--- src/rtl/cpu_defs.sv ---
// Shared CPU definitions: FSM state encodings, opcodes and PC step.
// Imported by the sequencer and the next-PC adder.
package cpu_defs;

  typedef enum logic {
    S_FETCH = 1'b0,
    S_EXEC  = 1'b1
  } seq_state_t;

  localparam logic [7:0] OP_ADD   = 8'd0;
  localparam logic [7:0] OP_SUB   = 8'd1;
  localparam logic [7:0] OP_AND   = 8'd2;
  localparam logic [7:0] OP_OR    = 8'd3;
  localparam logic [7:0] OP_J     = 8'd4;
  localparam logic [7:0] OP_BEQ   = 8'd5;
  localparam logic [7:0] OP_MOV   = 8'd6;
  localparam logic [7:0] OP_LOADI = 8'd7;

  localparam logic [31:0] PC_INCR = 32'd4;

  // Word offset -> signed byte displacement.
  function automatic logic [31:0] offset_bytes(
    input logic [7:0] off
  );
    return {{22{off[7]}}, off, 2'b00};
  endfunction

endpackage

--- src/rtl/pc_adder.sv ---
// Combinational next-PC: PC + 4, plus the scaled signed
// offset when a branch or jump is taken.
module pc_adder
  import cpu_defs::*;
(
  input  logic [31:0] pc_i,
  input  logic [7:0]  offset_i,
  input  logic        take_i,
  output logic [31:0] next_pc_o
);

  logic [31:0] seq_pc;
  logic [31:0] disp;

  always_comb begin
    seq_pc    = pc_i + PC_INCR;
    disp      = take_i ? offset_bytes(offset_i) : 32'd0;
    next_pc_o = seq_pc + disp;
  end

endmodule

--- src/rtl/pc_sequencer.sv ---
// Two-state fetch/execute sequencer owning the PC, the
// latched instruction word and the retired-instruction count.
module pc_sequencer
  import cpu_defs::*;
(
  input  logic        CLK,
  input  logic        RESET,
  input  logic [31:0] INSTR_READDATA,
  input  logic        INSTR_BUSYWAIT,
  input  logic        BEQSIGNAL,
  input  logic        JSIGNAL,
  input  logic        ZERO,
  output logic        INSTR_READ,
  output logic [31:0] PC,
  output logic [31:0] INSTRUCTION,
  output logic        EXEC_VALID,
  output logic [15:0] RETIRED
);

  seq_state_t  state_q, state_d;
  logic [31:0] pc_q;
  logic [31:0] instr_q;
  logic [15:0] retired_q;

  logic        in_fetch;
  logic        in_exec;
  logic        fetch_done;
  logic        take;
  logic [31:0] next_pc;

  assign in_fetch   = (state_q == S_FETCH);
  assign in_exec    = (state_q == S_EXEC);
  assign fetch_done = in_fetch && !INSTR_BUSYWAIT;

  // Branch inputs only matter while executing.
  assign take = in_exec &&
    (JSIGNAL || (BEQSIGNAL && ZERO));

  pc_adder u_pc_adder (
    .pc_i      (pc_q),
    .offset_i  (instr_q[23:16]),
    .take_i    (take),
    .next_pc_o (next_pc)
  );

  always_comb begin
    state_d = state_q;
    unique case (state_q)
      S_FETCH: if (!INSTR_BUSYWAIT) state_d = S_EXEC;
      S_EXEC:  state_d = S_FETCH;
      default: state_d = S_FETCH;
    endcase
  end

  always_ff @(posedge CLK) begin
    if (RESET) begin
      state_q   <= S_FETCH;
      pc_q      <= 32'd0;
      instr_q   <= 32'd0;
      retired_q <= 16'd0;
    end else begin
      state_q <= state_d;
      if (fetch_done) instr_q <= INSTR_READDATA;
      if (in_exec) begin
        pc_q      <= next_pc;
        retired_q <= retired_q + 16'd1;
      end
    end
  end

  // Reset overrides the state decode.
  assign INSTR_READ  = in_fetch && !RESET;
  assign EXEC_VALID  = in_exec && !RESET;
  assign PC          = pc_q;
  assign INSTRUCTION = instr_q;
  assign RETIRED     = retired_q;

endmodule

--- config.mk ---
export PLATFORM = sky130hd
export DESIGN_NAME = pc_sequencer
export DESIGN_NICKNAME = d
export VERILOG_FILES = /design/src/rtl/cpu_defs.sv /design/src/rtl/pc_adder.sv /design/src/rtl/pc_sequencer.sv
export SDC_FILE = /design/constraint.sdc
export NUM_CORES = 1
export LEC_CHECK = 0
export ABC_AREA = 1
export BUFFER_PORTS_ARGS = -buffer_cell sky130_fd_sc_hd__clkbuf_2
export CORE_MARGIN = 1
export CORE_UTILIZATION = 29
export CTS_CLUSTER_SIZE = 30
export DETAILED_ROUTE_END_ITERATION = 6
export GPL_TIMING_DRIVEN = 0
export PLACE_DENSITY = 0.52
export SYNTH_ARGS = -nofsm -noshare
export SYNTH_HDL_FRONTEND = slang
export SYNTH_HIERARCHICAL = 1
export SYNTH_SLANG_ARGS = --single-unit
--- constraint.sdc ---
create_clock -name CLK -period 2.85 [get_ports CLK]
set_input_delay 0 -clock CLK [delete_from_list [all_inputs] [get_ports CLK]]
set_output_delay 0 -clock CLK [all_outputs]
set_load 0.005 [all_outputs]
### Word level (Yosys, flattened, before mapping)

Index checks and enable logic that the tools add are counted.
Widths: inputs -> output; s select.

| operators by class | value |
|---|---|
| $add $sub $neg | 3 |
| multipliers | 0 |
| div/mod/pow operators | 0 |
| magnitude comparators | 0 |
| equal/unequal tests | 0 |
| shift-type cells | 0 |
| muxes and demuxes | 3 |
| bitwise operators | 1 |
| reduce and logical (&&, ||, !) cells | 8 |

Operators with widths:

| cell | count |
|---|---|
| $add 32x3->32 const B | 1 |
| $add 32x32->32 | 1 |
| $mux 32 | 1 |
| $add 16x1->16 const B | 1 |
| $logic_and 1x1->1 | 5 |
| $logic_not 1->1 | 2 |
| $pmux 1 s2 | 1 |
| $logic_or 1x1->1 | 1 |
| $mux 1 | 1 |
| $not 1->1 | 1 |

| storage, ports and cells | value |
|---|---|
| register bits | 81 |
| bits in latches | 0 |
| RAM bits | 0 |
| bits in read-only memories | 0 |
| bits of input ports | 38 |
| output and inout port bits | 82 |
| word-level logic and storage cells | 19 |
| memories | 0 |

### Depth between registers and ports, before layout

Gate-level depths: netlist of run 1.

| logic depth | value |
|---|---|
| word-level depth | 5 |
| depth in mapped cells | 20 |
| mapped depth without buffers | 17 |

### Hierarchy

The synthesis of run 1 kept the hierarchy.

Modules (own cells, without submodules):

| module | instances | cells an instance | area each (µm²) | sequential area each (µm²) |
|---|---|---|---|---|
| pc_sequencer | 1 | 328 | 2951.6 | 1621.6 |
| pc_adder | 1 | 561 | 2703.8 | 0.0 |

### Least setup slack after synthesis of run 1

OpenSTA, ideal clock, no wires.

| path | value |
|---|---|
| path kind | reg-to-reg |
| start point | reg state_q, in the netlist in_exec |
| end point | reg pc_q[19], in the netlist PC[19] |
| library setup time | 117 ps |
| arrival | 2866 ps |
| required time | 2733 ps |
| setup slack | -133 ps |
| cell stages (with the launch flop) | 19 |
| buffers on the path | 3 |
| clock period less this slack | 2983 ps |
| cells stage by stage | dfxtp_1 -> buf_6 -> inv_4 -> nor2_1 -> buf_2 -> buf_1 -> nand2_1 -> inv_1 -> ha_1 -> ha_1 -> fa_1 -> nand3_1 -> nand3_2 -> nand2_1 -> nand2_1 -> nand3_1 -> nand2_1 -> xor2_1 -> a22o_1 |

| on the way | value |
|---|---|
| longest elaborated chain between the ends | 3 |

RTL lines:

| what | line | source |
|---|---|---|
| start, declared | pc_sequencer.sv:20 | `seq_state_t state_q, state_d;` |
| start signal, assigned | pc_sequencer.sv:62 | `state_q <= state_d;` |
| $logic_and 1x1->1 | pc_sequencer.sv:36 | `assign take = in_exec &&` |
| net take | pc_sequencer.sv:28 | `logic take;` |
| $mux 32 | pc_adder.sv:17 | `disp = take_i ? offset_bytes(offset_i) : 32'd0;` |
| $add 32x32->32 | pc_adder.sv:18 | `next_pc_o = seq_pc + disp;` |
| net next_pc[19] | pc_sequencer.sv:29 | `logic [31:0] next_pc;` |
| end signal, assigned | pc_sequencer.sv:65 | `pc_q <= next_pc;` |
| end, declared | pc_sequencer.sv:21 | `logic [31:0] pc_q;` |

The timed path passes the listed nets, and every way through them passes these cells.
A chain may end at the register's enable or synchronous reset.

### Worst setup path after layout of run 1

| path | value |
|---|---|
| start point | reg state_q, in the netlist in_exec |
| end point | reg pc_q[27], in the netlist PC[27] |

The elaborated chain is that of the path after synthesis.

==> results of run 1 <==
[flip-flops by register name, indices dropped and copies added, names as in the netlist]
register / count
INSTRUCTION: 32
PC: 32
RETIRED: 16
in_exec: 1
[worst max-delay path: stages, from the launching register on]
cell and delay [ns]:
dfxtp_4 0.39, clkinv_8 0.06, nor2_4 0.12, buf_6 0.14, buf_8 0.11, nand2_1 0.06
inv_2 0.06, ha_4 0.19, ha_4 0.17, fa_2 0.38, nand3_4 0.10, nand3_4 0.12
nand2_2 0.12, nand2_4 0.07, nand2_1 0.08, nand3_1 0.08, nand2_1 0.06, nand2_1 0.08
a22o_1 0.20
[timing repair]
action	4_1_cts	5_1_grt
endpoints found under the setup margin	23	22
hold buffers	32	0
hold endpoints to repair	32	0
pin swaps	3	18
buffers inserted	3	5
resized for setup	23	71
[layout by cell type (no fill, tap or decap), types with 3 or more instances in the layout]
cell type,synthesis,final
clkbuf_16,0,9
a21oi_1,45,41
nand3_4,0,6
xor2_1,17,17
buf_4,6,14
a22o_1,33,33
nor2_2,8,21
ha_2,0,3
xnor2_1,3,3
a21oi_2,0,4
dlygate4sd3_1,0,32
ha_1,36,26
dfxtp_1,81,80
inv_6,0,3
nand3_2,8,5
nor2_4,7,11
buf_2,13,12
o21ai_0,25,25
o21ai_1,9,9
clkbuf_2,1,122
nand4_1,6,6
nand2_4,1,5
inv_2,2,3
ha_4,0,7
nor2_1,156,139
inv_1,136,135
nand2_2,11,27
nand2_1,231,211
nand3_1,38,35
[layer usage]
metal | track usage [%] | vias up
met2 | 27.5 | 101
met5 | 0 | -
met4 | 5.83 | 0
met3 | 3.04 | 21
met1 | 23.7 | 2619
li1 | - | 3115
[cell type report]
type                       instances  area share, %
multi-input combinational        642           48.2
sequential                        81           21.4
timing repair buffer             159           12.8
inverter                         139           7.02
tap                              260           4.28
clock buffer                      10           3.01
buffer                            26           2.37
clock inverter                     6          0.954
[how the worst min path moves through the flow]
stage               slack [ns]                           end               start
finish                    0.03  INSTRUCTION[31]$_SDFFE_PP0P_      INSTR_BUSYWAIT
global route              0.06   INSTRUCTION[0]$_SDFFE_PP0P_      INSTR_BUSYWAIT
CTS                       0.01  INSTRUCTION[31]$_SDFFE_PP0P_      INSTR_BUSYWAIT
detailed placement        0.23  INSTRUCTION[31]$_SDFFE_PP0P_  INSTR_READDATA[31]
global placement          0.22   INSTRUCTION[6]$_SDFFE_PP0P_   INSTR_READDATA[6]
floorplan                 0.13  INSTRUCTION[23]$_SDFFE_PP0P_  INSTR_READDATA[23]
[power by group through the flow]
stage / Combinational, mW / Clock (mW) / Sequential, mW
floorplan: 0.149 / 0 / 1.23
detailed placement: 0.277 / 0 / 1.23
CTS: 0.321 / 1.27 / 1.20
global placement: 0.275 / 0 / 1.23
finish: 0.331 / 1.23 / 1.20
global route: 0.368 / 1.33 / 1.21
[stage by stage]
stage               hold WS (ns)  setup WS (ns)  util, %
global route              0.0576        0.00638     40.3
global placement           0.221         -0.508     34.8
CTS                       0.0143        -0.0103     38.6
finish                    0.0333          0.129     40.3
floorplan                  0.135         0.0147        -
detailed placement         0.230         -0.504     34.8
[logic make-up (layout without fill, tap and decap cells)]
kind of cell    Yosys count  count (layout)
simple gates            469             469
flops                    81              81
compound gates          116             116
xor+xnor                 20              20
fa+ha+maj                37              37
buf+inv                 166             340
==> results_dict.tcl, run 1 <==
set metrics [dict create \
    crit_end "PC[27]$_SDFFE_PP0P_" \
    worst_hold_path_type "in -> reg" \
    powerDensity_mw_per_mm2 363 \
    wirelength_microns 17000 \
    tns_ns 0 \
    drv_cap 0 \
    syn_to_final_growth_pct 34.5 \
    status "finished clean" \
    peakVddDrop_mv 0.263 \
    grt_pass1_wl_microns 27300 \
    die_y_microns 142 \
    crit_start "in_exec$_SDFF_PN0_" \
    end_kind "flop" \
    start_util_pct 29.9 \
    ios 120 \
    yosysSeqAreaShare_pct 28.7 \
    port_buffers 119 \
    wl_met3_microns 623 \
    synthXorXnorAreaFrac_pct 3.10 \
    multiInputGateArea_sq_mm 0.00367 \
    synth.area.mux_share_pct 0 \
    n_fill_cell 2067 \
    antenna_found_initial 0 \
    drive_gt1_share_pct 24.8 \
    slew_headroom_pct 79.2 \
    leakagePower_nw 4.07 \
    clk_latency_ns 0.35 \
    fmax_mhz 368 \
    rsz0062_at_grt "no" \
    synth_nets 964 \
    clkSinkCount 81 \
    synth_top_area_cell "dfxtp_1" \
    vias 5856 \
    drtPass1Iterations 5 \
    power_frac_seq_pct 43.5 \
    synth_top_family_by_area "simple AND/OR/NAND/NOR gates" \
    syn_avg_cell_area_sq_um 6.36 \
    place_congestion 0.879 \
    setup_viol 0 \
    ff_latch_area_sq_mm 0.00163 \
    top_layer "met4" \
    fin_skew_ns 0.0101 \
    synthTopCellsByCount "231 x nand2_1, 156 x nor2_1, 136 x inv_1" \
    die-area_sq_mm 0.0201 \
    wl_met2_microns 7600 \
    fp-row-count 50 \
    layout.nets 1133 \
    fin_crit_sh_pct 95.5 \
    grt_overflow 0 \
    diodes 0 \
    total_power_mw 2.76 \
    synth_compound_area_share_pct 12.6 \
    grt_usage_pct 17.3 \
    critPathArrivalTime_ns 2.96 \
    cts.clk_slew.worst_paths_ns 0.07 \
    first_iter_violations 242 \
    async_flop_share_pct 0 \
    combPwrFrac_pct 12.0 \
    reg2regPathDepth 18 \
    die_w_microns 142 \
    htree_levels 3 \
    root_buffer "clkbuf_16" \
    yosysMostFrequentCell "nand2_1" \
    r2r_slack_ns 0.13 \
    synth_cell_types 33 \
    synth_edf_count 0 \
    ys_top_cells_by_area "dfxtp_1 29%, nand2_1 15%, nor2_1 10%" \
    dp_hpwl_microns 13000 \
    synth_top_area_share_pct 28.7 \
    slew_viol_final 0 \
    crit_path_start_kind "flop" \
    syn_inst 889 \
    drc_errors 0 \
    required_ns 3.09 \
    cts_tree "built" \
    swShare_pct 26.9 \
    grt_pass1_vias 5469 \
    via_per_inst 4.43 \
    synth_seq_cells 81 \
    ant_nets 0 \
    ys.warnings.count 6 \
    crit_fanout 7 \
    dp.cells 1268 \
    grt_max_degree 16 \
    synthSimpleGateAreaFrac_pct 35.4 \
    drt-met1-wl_microns 8430 \
    numCtsBuffers 9 \
    tightest_slew_ns 0.312 \
    final_cells 1323 \
    holdPathStages 4 \
    hold_viol_final 0 \
    path_class "reg -> reg" \
    synthAdderAreaFrac_pct 8.32 \
    p_sw_mw 0.744 \
    reg2reg_from "in_exec$_SDFF_PN0_" \
    core-area_sq_mm 0.0189 \
    ys.flop_type "dfxtp_1" \
    internal_power_mw 2.02 \
    r2r_end "PC[27]$_SDFFE_PP0P_" \
    synth_area_sq_mm 0.00566 \
    pwr-share-clk_pct 44.5 \
    dpl_cell_area_sq_mm 0.00658 \
    stdcell_area_sq_mm 0.00761 \
    routedWlPerCell_microns 12.8 \
    clk_path_buf_depth 2 \
    period_minus_slack_ns 2.72 \
]
No activity file was read; power rests on OpenSTA's default activity.
==> run 2, diff against run 1 <==
--- a/config.mk
+++ b/config.mk
@@ -12,8 +12,8 @@
 export CTS_CLUSTER_SIZE = 30
 export DETAILED_ROUTE_END_ITERATION = 6
 export GPL_TIMING_DRIVEN = 0
-export PLACE_DENSITY = 0.52
+export PLACE_DENSITY = 0.53
+export RECOVER_POWER = 50
 export SYNTH_ARGS = -nofsm -noshare
 export SYNTH_HDL_FRONTEND = slang
-export SYNTH_HIERARCHICAL = 1
 export SYNTH_SLANG_ARGS = --single-unit
==> run 2 against run 1 <==
Via count decreased by 5.0%. Wire length is 6.7% lower. Utilization fell by 1.7 points. Largest power group unchanged.
==> results_dict.tcl, run 2 <==
set metrics [dict create \
    status "finished clean" \
    peakVddDrop_mv 0.263 \
    vias 5563 \
    fmax_mhz 376 \
    die_w_microns 138 \
    drc_errors 0 \
    syn_avg_cell_area_sq_um 6.14 \
    async_flop_share_pct 0 \
    synth_seq_cells 79 \
    period_minus_slack_ns 2.66 \
    slew_headroom_pct 52.0 \
    pwr-share-clk_pct 47.8 \
    place_congestion 0.858 \
    die_y_microns 138 \
    hold_viol_final 0 \
    port_buffers 116 \
    place_ws_ns -0.337 \
    fin_skew_ns 0.00927 \
    via_per_inst 4.38 \
    fin_crit_sh_pct 93.3 \
    fp-row-count 49 \
    crit_end "PC[23]$_SDFFE_PP0P_" \
    grt_pass1_vias 5425 \
    clk_path_buf_depth 2 \
    swShare_pct 26.3 \
    worst_path_largest_cell_delay_ns 0.36 \
    largest_register_ffs 32 \
    yosysSeqAreaShare_pct 29.6 \
    required_ns 3.09 \
    utilization_pct 38.6 \
    grt_pass1_wl_microns 25900 \
    final_cells 1271 \
    synth_top_area_share_pct 29.6 \
    reg2reg_from "in_exec$_SDFF_PN0_" \
    tightest_slew_ns 0.719 \
    crit_path_start_kind "flop" \
    yosysMostFrequentCell "nand2_1" \
    first_iter_violations 248 \
    cts.clk_slew.worst_paths_ns 0.07 \
    r2r_slack_ns 0.19 \
    root_buffer "clkbuf_16" \
    drive_gt1_share_pct 11.9 \
    p_sw_mw 0.733 \
    drtPass1Iterations 5 \
    r2r_end "PC[23]$_SDFFE_PP0P_" \
    power_frac_seq_pct 42.0 \
    powerDensity_mw_per_mm2 401 \
    die-area_sq_mm 0.0190 \
    worst_path_max_delay_cell "dfxtp_4" \
    worst_hold_path_type "in -> reg" \
    setup_viol 0 \
    syn_to_final_growth_pct 30.3 \
    ios 120 \
    reg2regPathDepth 15 \
    slew_viol_final 0 \
    grt_overflow 0 \
    final_cell_mix "256 x nand2_1, 138 x inv_1, 129 x nor2_1, 78 x dfxtp_1, 69 x clkbuf_1" \
    synth_area_sq_mm 0.00534 \
    ys.warnings.count 0 \
    cts_tree "built" \
    crit_start "in_exec$_SDFF_PN0_" \
    htree_levels 3 \
    diodes 0 \
    cp.depth 15 \
    path_delay_family "simple AND/OR/NAND/NOR gates" \
    clk_latency_ns 0.35 \
    drv_cap 0 \
    leakagePower_nw 3.49 \
    synthTopCellsByCount "259 x nand2_1, 139 x inv_1, 136 x nor2_1" \
    mostFrequentLayoutCell "nand2_1" \
    critPathArrivalTime_ns 2.90 \
    grt_usage_pct 17.6 \
    wirelength_microns 15800 \
    path_class "reg -> reg" \
    synth_cell_types 35 \
    synth_top_area_cell "dfxtp_1" \
    ys_top_cells_by_area "dfxtp_1 30%, nand2_1 18%, inv_1 9.8%" \
    cp_num_buf_inv 2 \
    layout.nets 1112 \
    core-area_sq_mm 0.0180 \
    combPwrFrac_pct 10.1 \
    ys.flop_type "dfxtp_1" \
    routedWlPerCell_microns 12.5 \
    worst_slack_ns 0.191 \
    clkSinkCount 79 \
    internal_power_mw 2.06 \
    ant_nets 0 \
    dp_hpwl_microns 12400 \
    antenna_found_initial 0 \
    crit_fanout 6 \
    start_util_pct 29.6 \
    syn_inst 870 \
    numCtsBuffers 9 \
    grt_max_degree 17 \
    synth_edf_count 0 \
    dp.cells 1216 \
    critical_path.cell_chain "inv_2 -> a21oi_4 -> inv_4 -> nor2_4 -> ha_4 -> ha_4 -> fa_2 -> nand3_1 -> nand3_2 -> nand3_2 -> nand3b_1 -> nand2_1 -> nand3b_1 -> nand3_1 -> nand2_1" \
    end_kind "flop" \
]
## run 2: cell count changes in the layout (fill, tap and decap cells not counted), sizes merged, moves of 6 or more
cell / delta
nor2: -32
nand2: +17
nand3: -14
xor2: +6
a22o: -30
buf: -14
nand3b: +8
o21ai: +30
## run 2: repair_timing
action,4_1_cts,5_1_grt
setup buffers,1,6
gates resized for setup,6,28
endpoints found under the setup margin,22,21
endpoints found under the hold margin,32,0
hold buffers,32,0
pin swaps,1,8
## run 2: kinds of logic (layout without fill, tap and decap cells)
group,count (synthesis),count (layout),share of synthesized area (%)
AND/OR/NAND/NOR,446,446,33.8
buffers and inverters,163,334,11.7
flip-flops,79,79,29.6
other,1,2,0.0703
adder cells (fa/ha/maj),37,37,8.81
AO/OA/AOI/OAI,120,120,12.0
XOR/XNOR,24,24,3.94
## run 2: area by class of cell
type	count	area (sq um)
Fill cell	2025	11100
Sequential cell	79	1590
Clock inverter	7	106
Tap cell	229	287
Timing Repair Buffer	155	880
Inverter	142	536
Buffer	21	105
Clock buffer	9	225
Multi-Input combinational cell	629	3230
## run 2: per-stage QoR
step / cell area, sq um / total power [mW] / TNS (ns) / hold slack [ns]
final: 6950 / 2.79 / 0 / 0.0556
after floorplan: 5340 / 1.32 / 0 / 0.135
after global placement: 6210 / 1.44 / -2.93 / 0.224
after CTS: 6890 / 2.83 / -0.0146 / 0.0675
after detailed placement: 6210 / 1.44 / -3.79 / 0.233
after global routing: 6950 / 2.91 / -0.0500 / 0.126
## run 2: metal layers
layer / up-vias / wire length (microns) / GRT usage [%]
li1: 3016 / - / -
met1: 2404 / 7480 / 21.8
met2: 126 / 7070 / 29.3
met3: 17 / 1040 / 5.26
met4: 0 / 262 / 4.70
met5: - / 0 / 0
## run 2: power groups by stage
stage	Sequential [mW]	Clock (mW)	Combinational (mW)
6_report	1.17	1.33	0.283
5_1_grt	1.18	1.42	0.320
4_1_cts	1.17	1.38	0.282
3_5_place_dp	1.20	0	0.246
3_3_place_gp	1.20	0	0.245
2_1_floorplan	1.20	0	0.127
## run 2: worst min path at each step
stage | endpoint | depth (start not counted) | from
after floorplan | INSTRUCTION[0]$_SDFFE_PP0P_ | 2 | INSTR_READDATA[0]
after global placement | INSTRUCTION[31]$_SDFFE_PP0P_ | 3 | INSTR_READDATA[31]
after detailed placement | INSTRUCTION[8]$_SDFFE_PP0P_ | 3 | INSTR_READDATA[8]
after CTS | RETIRED[13]$_SDFFE_PP0P_ | 2 | RESET
after global routing | in_exec$_SDFF_PN0_ | 2 | RESET
final | RETIRED[13]$_SDFFE_PP0P_ | 2 | RESET
